--- src/rtl/elastic_fifo_pkg.sv ---
// Shared sizing helpers for the elastic FIFO and its storage array.
package elastic_pkg;

    function automatic int ptr_width(input int depth);
        return (depth <= 1) ? 1 : $clog2(depth);
    endfunction

    function automatic int count_width(input int depth);
        return $clog2(depth + 1);
    endfunction

endpackage

--- src/rtl/elastic_fifo_if.sv ---
// Valid/ready stream seen from the buffer: producer side (data_i/valid_i/ready_o)
// and consumer side (data_o/valid_o/ready_i).
interface elastic_fifo_if #(
    parameter int Width = 8
);
    logic [Width-1:0] data_i;
    logic             valid_i;
    logic             ready_o;
    logic [Width-1:0] data_o;
    logic             valid_o;
    logic             ready_i;

    modport slave (
        input  data_i, valid_i, ready_i,
        output ready_o, valid_o, data_o
    );

    modport master (
        output data_i, valid_i, ready_i,
        input  ready_o, valid_o, data_o
    );
endinterface

--- src/rtl/fifo_mem.sv ---
// Register-array storage: one synchronous write port, one asynchronous read port.
module fifo_mem
    import elastic_pkg::*;
#(
    parameter int Width         = 8,
    parameter int Depth         = 4,
    parameter bit DatapathReset = 1'b0,
    localparam int PtrW         = ptr_width(Depth)
) (
    input  logic             clk_i,
    input  logic             rst_ni,
    input  logic             we_i,
    input  logic [PtrW-1:0]  waddr_i,
    input  logic [Width-1:0] wdata_i,
    input  logic [PtrW-1:0]  raddr_i,
    output logic [Width-1:0] rdata_o
);
    logic [Width-1:0] r_mem [Depth];

    // NOTE: storage only gets a reset when asked for; an unreset array maps to plain
    // flops or LUT-RAM, while a reset one forces every bit onto the reset tree.
    if (DatapathReset) begin : g_rst_mem
        always_ff @(posedge clk_i or negedge rst_ni) begin
            if (!rst_ni) begin
                r_mem <= '{default: '0};
            end else if (we_i) begin
                r_mem[waddr_i] <= wdata_i;
            end
        end
    end else begin : g_norst_mem
        logic w_unused_rst;
        assign w_unused_rst = rst_ni;

        always_ff @(posedge clk_i) begin
            if (we_i) begin
                r_mem[waddr_i] <= wdata_i;
            end
        end
    end

    assign rdata_o = r_mem[raddr_i];

endmodule

--- src/rtl/elastic_fifo.sv ---
// Multi-entry elastic buffer: ready/valid come only from registered occupancy,
// so there is no combinational ready_i -> ready_o path and no fall-through.
module elastic_fifo
    import elastic_pkg::*;
#(
    parameter int Width         = 8,
    parameter int Depth         = 4,
    parameter bit DatapathReset = 1'b0,
    localparam int PtrW         = ptr_width(Depth),
    localparam int CountW       = count_width(Depth)
) (
    input  logic              clk_i,
    input  logic              rst_ni,
    input  logic              flush_i,
    elastic_fifo_if.slave     io,
    output logic [CountW-1:0] count_o,
    output logic              full_o,
    output logic              empty_o
);
    localparam logic [PtrW-1:0]   LastPtr  = PtrW'(Depth - 1);
    localparam logic [CountW-1:0] MaxCount = CountW'(Depth);

    logic [PtrW-1:0]   r_wr_ptr;
    logic [PtrW-1:0]   r_rd_ptr;
    logic [CountW-1:0] r_count;
    logic              w_full;
    logic              w_empty;
    logic              w_in_fire;
    logic              w_out_fire;

    // Explicit wrap so non-power-of-two depths never index past the array.
    function automatic logic [PtrW-1:0] next_ptr(input logic [PtrW-1:0] ptr);
        return (ptr == LastPtr) ? '0 : ptr + PtrW'(1);
    endfunction

    assign w_full     = (r_count == MaxCount);
    assign w_empty    = (r_count == '0);
    assign io.ready_o = ~w_full & ~flush_i;
    assign io.valid_o = ~w_empty & ~flush_i;
    assign w_in_fire  = io.valid_i & io.ready_o;
    assign w_out_fire = io.valid_o & io.ready_i;

    assign count_o = r_count;
    assign full_o  = w_full;
    assign empty_o = w_empty;

    // NOTE: all state updates use <= so every register samples the pre-edge values
    // of its neighbours, independent of statement order.
    always_ff @(posedge clk_i or negedge rst_ni) begin
        if (!rst_ni) begin
            r_wr_ptr <= '0;
            r_rd_ptr <= '0;
            r_count  <= '0;
        end else if (flush_i) begin
            r_wr_ptr <= '0;
            r_rd_ptr <= '0;
            r_count  <= '0;
        end else begin
            if (w_in_fire) begin
                r_wr_ptr <= next_ptr(r_wr_ptr);
            end
            if (w_out_fire) begin
                r_rd_ptr <= next_ptr(r_rd_ptr);
            end
            unique case ({w_in_fire, w_out_fire})
                2'b10:   r_count <= r_count + CountW'(1);
                2'b01:   r_count <= r_count - CountW'(1);
                default: r_count <= r_count;
            endcase
        end
    end

    fifo_mem #(
        .Width         (Width),
        .Depth         (Depth),
        .DatapathReset (DatapathReset)
    ) u_mem (
        .clk_i   (clk_i),
        .rst_ni  (rst_ni),
        .we_i    (w_in_fire),
        .waddr_i (r_wr_ptr),
        .wdata_i (io.data_i),
        .raddr_i (r_rd_ptr),
        .rdata_o (io.data_o)
    );

    a_no_overflow : assert property (@(posedge clk_i) disable iff (!rst_ni)
        r_count <= MaxCount);
    a_no_underflow : assert property (@(posedge clk_i) disable iff (!rst_ni)
        w_out_fire |-> (r_count != '0));

endmodule

--- src/flat_wrapper.sv ---
// flat-port wrapper written by rule: the top's interface ports become plain ports
module elastic_fifo_flat import elastic_pkg::*;
#(
    parameter int Width         = 8,
    parameter int Depth         = 4,
    parameter bit DatapathReset = 1'b0,
    localparam int PtrW         = ptr_width(Depth),
    localparam int CountW       = count_width(Depth)
)
  (clk_i, rst_ni, flush_i, count_o, full_o, empty_o, io_data_i, io_valid_i, io_ready_i, io_ready_o, io_valid_o, io_data_o);
  elastic_fifo_if #(.Width(Width)) io_i ();
  input  logic clk_i;
  input  logic rst_ni;
  input  logic flush_i;
  output logic [CountW-1:0] count_o;
  output logic full_o;
  output logic empty_o;
  input wire logic [$bits(io_i.data_i)-1:0] io_data_i;
  input wire logic [$bits(io_i.valid_i)-1:0] io_valid_i;
  input wire logic [$bits(io_i.ready_i)-1:0] io_ready_i;
  output wire logic [$bits(io_i.ready_o)-1:0] io_ready_o;
  output wire logic [$bits(io_i.valid_o)-1:0] io_valid_o;
  output wire logic [$bits(io_i.data_o)-1:0] io_data_o;
  assign io_i.data_i = io_data_i;
  assign io_i.valid_i = io_valid_i;
  assign io_i.ready_i = io_ready_i;
  assign io_ready_o = io_i.ready_o;
  assign io_valid_o = io_i.valid_o;
  assign io_data_o = io_i.data_o;
  elastic_fifo #(.Width(Width), .Depth(Depth), .DatapathReset(DatapathReset)) u_core (.clk_i(clk_i), .rst_ni(rst_ni), .flush_i(flush_i), .io(io_i), .count_o(count_o), .full_o(full_o), .empty_o(empty_o));
endmodule
--- config.mk ---
export PLATFORM = sky130hd
export DESIGN_NAME = elastic_fifo_flat
export DESIGN_NICKNAME = d
export VERILOG_FILES = /design/src/rtl/elastic_fifo_pkg.sv /design/src/rtl/elastic_fifo_if.sv /design/src/rtl/fifo_mem.sv /design/src/rtl/elastic_fifo.sv /design/src/flat_wrapper.sv
export SDC_FILE = /design/constraint.sdc
export NUM_CORES = 1
export LEC_CHECK = 0
export BUFFER_PORTS_ARGS = -buffer_cell sky130_fd_sc_hd__buf_2
export CAP_MARGIN = 20
export CORE_UTILIZATION = 49
export DETAILED_ROUTE_END_ITERATION = 8
export GPL_ROUTABILITY_DRIVEN = 0
export PLACE_DENSITY = 0.69
export SETUP_SLACK_MARGIN = 0.5
export SLEW_MARGIN = 30
export SYNTH_ARGS = -nofsm -noshare
export SYNTH_HDL_FRONTEND = slang
export SYNTH_SLANG_ARGS = --single-unit
--- constraint.sdc ---
create_clock -name clk_i -period 2.3 [get_ports clk_i]
set_input_delay 0.575 -clock clk_i [delete_from_list [all_inputs] [get_ports clk_i]]
set_output_delay 0.575 -clock clk_i [all_outputs]
set_load 0.03 [all_outputs]
**Yosys cells after proc, flatten, opt, wreduce, memory -nomap -nowiden**

Memories as Yosys holds them, arrays and structs flattened.
Index checks and enable logic that the tools add are counted.

- Flip-flop bits (word level): 7
- Memory bits (writable): 32
- Input port bits: 13
- Output and inout port bits: 15
- Logic and storage cells: 34
- Memories kept: 1

- Add/subtract/negate cells: 4
- Equality and inequality tests: 5
- Multiplexer cells: 10
- Bitwise gates (word level): 7
- Reductions and logical operators: 4

Memory list:

| name | words | bits a word | rd ports | clocked after memory_dff | write ports | RTL line | text |
|---|---|---|---|---|---|---|---|
| u_core.u_mem.r_mem | 4 | 8 | 1 | 0 | 1 | fifo_mem.sv:18 | `logic [Width-1:0] r_mem [Depth];` |

Operator list:

| operator | number |
|---|---|
| 2-bit two-way mux | 6 |
| 2-bit equality test, second input constant | 3 |
| 3-bit one-hot mux with 2 select lines | 1 |
| 2-bit by 1-bit adder with 2-bit output, second input constant | 2 |
| 1-bit bitwise AND | 4 |
| 2-bit nonzero test | 2 |
| 3-bit by 1-bit adder with 3-bit output, second input constant | 1 |
| 3-bit equality test, second input constant | 1 |
| 3-bit zero test | 1 |
| 3-bit two-way mux | 1 |
| 1-bit inverter | 3 |
| 3-bit nonzero test | 1 |
| 3-bit by 1-bit subtractor with 3-bit output, second input constant | 1 |
| 2-bit by 1-bit equality test with 1-bit output, second input constant | 1 |
| 1-bit two-way mux | 2 |

**Longest topological paths before layout**

- Depth after elaboration: 7
- Mapped depth: 9

**Modules after synthesis**

Synthesis repeated with hierarchy kept, for this count alone.

- Cells, all modules: 103
- Area total of the unflattened synthesis: 1717.9 µm²

Modules (own cells, without submodules):

| module | times used | cells an instance | area each (µm²) |
|---|---|---|---|
| fifo_mem | 1 | 46 | 1188.6 |
| elastic_fifo | 1 | 57 | 529.3 |

**Least setup slack after synthesis**

OpenSTA, ideal clock, no wires.

- Path kind: register -> register
- From: reg u_core.r_count[2] (netlist: u_core.count_o[2])
- To: reg u_core.r_count[2] (netlist: u_core.count_o[2])
- Library setup time: 0.099 ns
- Data arrival time: 2.282 ns
- Data required time: 2.201 ns
- Slack: -0.082 ns
- Stages on the path, launching flop included: 10
- Period minus slack after synthesis: 2.382 ns
- Cells stage by stage: dfrtp_1 > buf_6 > nor3b_4 > nor3b_4 > nor3_1 > fa_1 > nor3_1 > a21oi_1 > a2bb2oi_1 > a311oi_1

- Cells in the longest elaborated chain, start to end: 7
- Elaborated cells between the ends (all ways): 15
- Classes of those cells: add/sub (2); eq/ne (3); mux (2); bitwise (6); reduce/logical (2)

RTL lines:

| element | RTL line | text |
|---|---|---|
| start: declaration | elastic_fifo.sv:25 | `logic [CountW-1:0] r_count;` |
| start signal: assignment | elastic_fifo.sv:66 | `2'b10: r_count <= r_count + CountW'(1);` |
| start signal: assignment | elastic_fifo.sv:67 | `2'b01: r_count <= r_count - CountW'(1);` |
| start signal: assignment | elastic_fifo.sv:68 | `default: r_count <= r_count;` |
| 3-bit equality test * | elastic_fifo.sv:36 | `assign w_full = (r_count == MaxCount);` |
| net full_o | flat_wrapper.sv:16 | `output logic full_o;` |
| 1-bit inverter * | elastic_fifo.sv:38 | `assign io.ready_o = ~w_full & ~flush_i;` |
| 1-bit bitwise AND * | elastic_fifo.sv:38 |  |
| 1-bit bitwise AND * | elastic_fifo.sv:40 | `assign w_in_fire = io.valid_i & io.ready_o;` |
| 2-bit by 1-bit equality test with 1-bit output or 2-bit equality test (tied branches) | elastic_fifo.sv:65 | `unique case ({w_in_fire, w_out_fire})` |
| 3-bit one-hot mux with 2 select lines | elastic_fifo.sv:65 |  |
| 3-bit two-way mux | elastic_fifo.sv:54 | `end else if (flush_i) begin` |

Mark *: on every way through the listed nets, which the timed path passes. The rest lies on a longest branch.
A chain may end at the register's enable or synchronous reset.

**Worst setup path in the final report**

- From: reg u_core.r_rd_ptr[0]
- To: out io_data_o[0]

- Cells in the longest elaborated chain, start to end: 1

RTL lines:

| element | RTL line | text |
|---|---|---|
| start: declaration | elastic_fifo.sv:24 | `logic [PtrW-1:0] r_rd_ptr;` |
| start signal: assignment | elastic_fifo.sv:63 | `r_rd_ptr <= next_ptr(r_rd_ptr);` |
| memory 4 x 8 bit | -- |  |
| end: declaration | flat_wrapper.sv:23 | `output wire logic [$bits(io_i.data_o)-1:0] io_data_o;` |

No other way between the ends.

==> impl_metrics.py <==
metrics = {
    "status": {
        "outcome": "completed",
    },
    "cts": {
        "clk-insertion-delay-late_ps": 330,
        "htree_levels": 2,
        "cts-root-to-sink-buffers": 2,
        "clkSlewWorstSetupHoldPaths_ps": 100,
        "cts_root_buffer": "sky130_fd_sc_hd__clkbuf_4",
        "tritoncts.num_buffers": 5,
        "number_of_clock_sinks": 39,
        "tritoncts_clock_tree": "yes",
    },
    "sta": {
        "fmaxAchievable_mhz": 477,
        "maxSlewHeadroom": 0.720,
        "timing.final.setup_violations": 0,
        "worst_clock_skew_ps": 7.21,
        "min_period_over_period": 0.911,
        "worst-slew-pin-transition_ps": 421,
        "setup_repair_after_global_routing_missed_its_margin": "yes",
        "finalSetupTns_ps": 0,
        "timing.final.max_slew_violations": 0,
        "min_period_ps": 2100,
        "post-route-worst-setup-slack_ps": 204,
        "timing_hold_violations_final": 0,
    },
    "critical_path": {
        "rr_endpoint": "u_core.count_o[2]$_DFFE_PN0P_",
        "buffers_inverters_on_critical_path": 2,
        "start_kind": "register",
        "crit_path_max_incr_delay_ps": 510,
        "crit_path_cell_trace": "buf_4, mux4_2, buf_6",
        "path_class": "reg -> out",
        "crit_required_ps": 1730,
        "r2r_setup_slack_ps": 420,
        "origin_of_the_critical_flop_to_flop_path": "u_core.count_o[2]$_DFFE_PN0P_",
        "path_delay_family": "multiplexers",
        "worst_path_max_delay_cell": "sky130_fd_sc_hd__mux4_2",
        "cp_data_arrival_time_ps": 1520,
        "crit_fanout": 3,
        "rr_worst_depth": 8,
        "setup.worst_path.end_class": "output port",
        "path_depth": 3,
    },
    "floorplanning": {
        "coreArea_sq_um": 3150,
        "die_boundary_width_microns": 60.8,
        "floorplan_die_area_sq_um": 3690,
        "chipHeight_microns": 60.8,
        "core.rowCount": 20,
        "start_util": 0.537,
        "ioPinCount": 28,
    },
    "route": {
        "detailedRoute.firstPassIterationCount": 4,
        "drc": 0,
        "drt.antenna.violating_nets": 0,
        "post_drt_via_cell_ratio": 5.12,
        "via_count": 958,
        "wl_per_cell_microns": 16.0,
        "totalWireLength_microns": 2990,
        "detailedRoute.firstIterationViolations": 34,
    },
    "finish": {
        "n_fill_cell": 236,
        "post_layout_nonfiller_instances": 187,
        "area_of_the_multi_input_gates_sq_um": 571,
        "final_layout_size_suffix_gt1_frac": 0.510,
        "utilization": 0.688,
        "sequential_cell_area_sq_um": 1140,
        "n_antenna_cell": 0,
        "final_net_count": 161,
        "area_growth_syn_to_layout_pct": 28.1,
    },
    "global_routing": {
        "antenna_found_initial": 0,
        "groute.usage.overall": 0.179,
        "first_global_vias": 1002,
        "grt_overflow_total": 0,
        "grt_pass1_wl_microns": 4510,
        "grt_max_degree": 14,
    },
    "pwr": {
        "cellLeakagePower_nw": 0.824,
        "worst_ir_drop_vdd_mv": 0.579,
        "p_per_area_nw_per_um2": 918,
        "report.power.total_w": 0.00199,
    },
    "place": {
        "pre_cts_slack_ps": 212,
        "placed_cells": 167,
        "port-buffer-count": 27,
        "detailed_place_hpwl_microns": 1940,
    },
    "synth": {
        "netlist_area_sq_um": 1690,
        "avgSynthCellArea_sq_um": 17.6,
        "synth_cells": 96,
        "synth.net_count": 115,
        "ys_dominant_reg_cell": "sky130_fd_sc_hd__edfxtp_1",
        "number_of_distinct_library_cells_after_synthesis": 28,
        "seq_area_frac_synth": 0.671,
        "synth.yosys.warnings": 0,
        "synth-edff-count": 32,
        "asr_flop_ratio_synth": 0.179,
        "ys_seq_elements": 39,
    },
    "run": {
        "cap_violations": 0,
    },
    "min_path": {
        "hold_path.class": "in -> async",
    },
}
==> cells by family (layout without fill, tap and decap cells) <==
logic type | Yosys count | after routing | share of synthesized area
adders and majority gates | 6 | 6 | 0.0488
buffers and inverters | 6 | 53 | 0.0185
muxes | 11 | 11 | 0.125
AOI/OAI and AO/OA | 7 | 7 | 0.0325
xor gates and xnor gates | 2 | 2 | 0.0148
and+or+nand+nor | 25 | 25 | 0.0894
DFF | 39 | 39 | 0.671
==> repair_timing <==
item,in CTS,in global routing
pin swaps,7,0
hold buffers,0,0
gates resized for setup,25,10
endpoints found under the setup margin,14,45
buffers inserted,7,5
==> metrics by stage <==
step           hold slack (ps)  instance area (sq um)
6_report                  63.9                   2170
5_1_grt                   49.6                   2170
4_1_cts                   52.5                   2090
3_5_place_dp               420                   1910
3_3_place_gp               418                   1910
2_1_floorplan              279                   1710
==> area by class of cell <==
class / instances / share of cell area
sequential: 39 / 0.526
multi-input combinational: 51 / 0.263
timing repair buffer: 43 / 0.158
tap: 44 / 0.0254
clock buffer: 5 / 0.0173
clock inverter: 3 / 0.00692
inverter: 2 / 0.00346
==> placed cells by master (no fill, tap or decap), drive strengths merged, types with 2 or more instances in the layout <==
cell	Yosys	routed
buf	3	43
mux2i	2	2
clkbuf	1	5
and2	4	4
clkinv	0	2
a21oi	2	2
nand2b	2	2
mux4	8	8
nor2	7	7
ha	5	5
o31ai	3	3
nor3	4	4
dfrtp	7	7
inv	2	2
edfxtp	32	32
nand2	3	3
nor3b	3	3
==> sequential cells by signal, summed over array words and instances (netlist names) <==
signal / flops
u_core.u_mem.r_mem: 32
u_core.r_rd_ptr: 2
u_core.count_o: 3
u_core.r_wr_ptr: 2
==> worst max-delay path by stage <==
stage | startpoint | to | slack [ps]
finish | u_core.r_rd_ptr[0]$_DFFE_PN0P_ | io_data_o[0] | 200
global placement | flush_i | u_core.count_o[2]$_DFFE_PN0P_ | 280
CTS | u_core.r_rd_ptr[0]$_DFFE_PN0P_ | io_data_o[4] | 170
global route | u_core.r_rd_ptr[0]$_DFFE_PN0P_ | io_data_o[7] | 140
floorplan | u_core.count_o[2]$_DFFE_PN0P_ | u_core.count_o[2]$_DFFE_PN0P_ | 40
detailed placement | flush_i | u_core.count_o[2]$_DFFE_PN0P_ | 210
==> routing by layer <==
metal | GRT usage | part of all wire | vias up
met3 | 0.0405 | 0.032 | 5
met1 | 0.212 | 0.40 | 481
met5 | 0 | 0 | -
met2 | 0.320 | 0.56 | 15
met4 | 0.0682 | 0.014 | 0
li1 | - | - | 457
==> power breakdown <==
| part | internal (W) | leakage, nW | switching [W] |
|---|---|---|---|
| Combinational | 0.000390 | 0.419 | 0.000405 |
| Clock | 0.000112 | 0.0263 | 0.000207 |
| Sequential | 0.000823 | 0.378 | 0.0000529 |
| Total | 0.00133 | 0.824 | 0.000665 |
==> synth_stat cells, types with 2 or more instances <==
| master | n | area [sq um] |
|---|---|---|
| sky130_fd_sc_hd__nor2_1 | 7 | 26.3 |
| sky130_fd_sc_hd__a21oi_1 | 2 | 10.0 |
| sky130_fd_sc_hd__dfrtp_1 | 7 | 175 |
| sky130_fd_sc_hd__edfxtp_1 | 32 | 961 |
| sky130_fd_sc_hd__nor3b_4 | 2 | 37.5 |
| sky130_fd_sc_hd__nor3_1 | 4 | 20.0 |
| sky130_fd_sc_hd__mux2i_1 | 2 | 20.0 |
| sky130_fd_sc_hd__ha_1 | 5 | 62.6 |
| sky130_fd_sc_hd__and2_1 | 4 | 25.0 |
| sky130_fd_sc_hd__o31ai_1 | 2 | 15.0 |
| sky130_fd_sc_hd__inv_1 | 2 | 7.51 |
| sky130_fd_sc_hd__nand2b_1 | 2 | 12.5 |
| sky130_fd_sc_hd__mux4_2 | 8 | 180 |
| sky130_fd_sc_hd__nand2_1 | 3 | 11.3 |
Note: power is estimated with default switching activity, not from simulation.
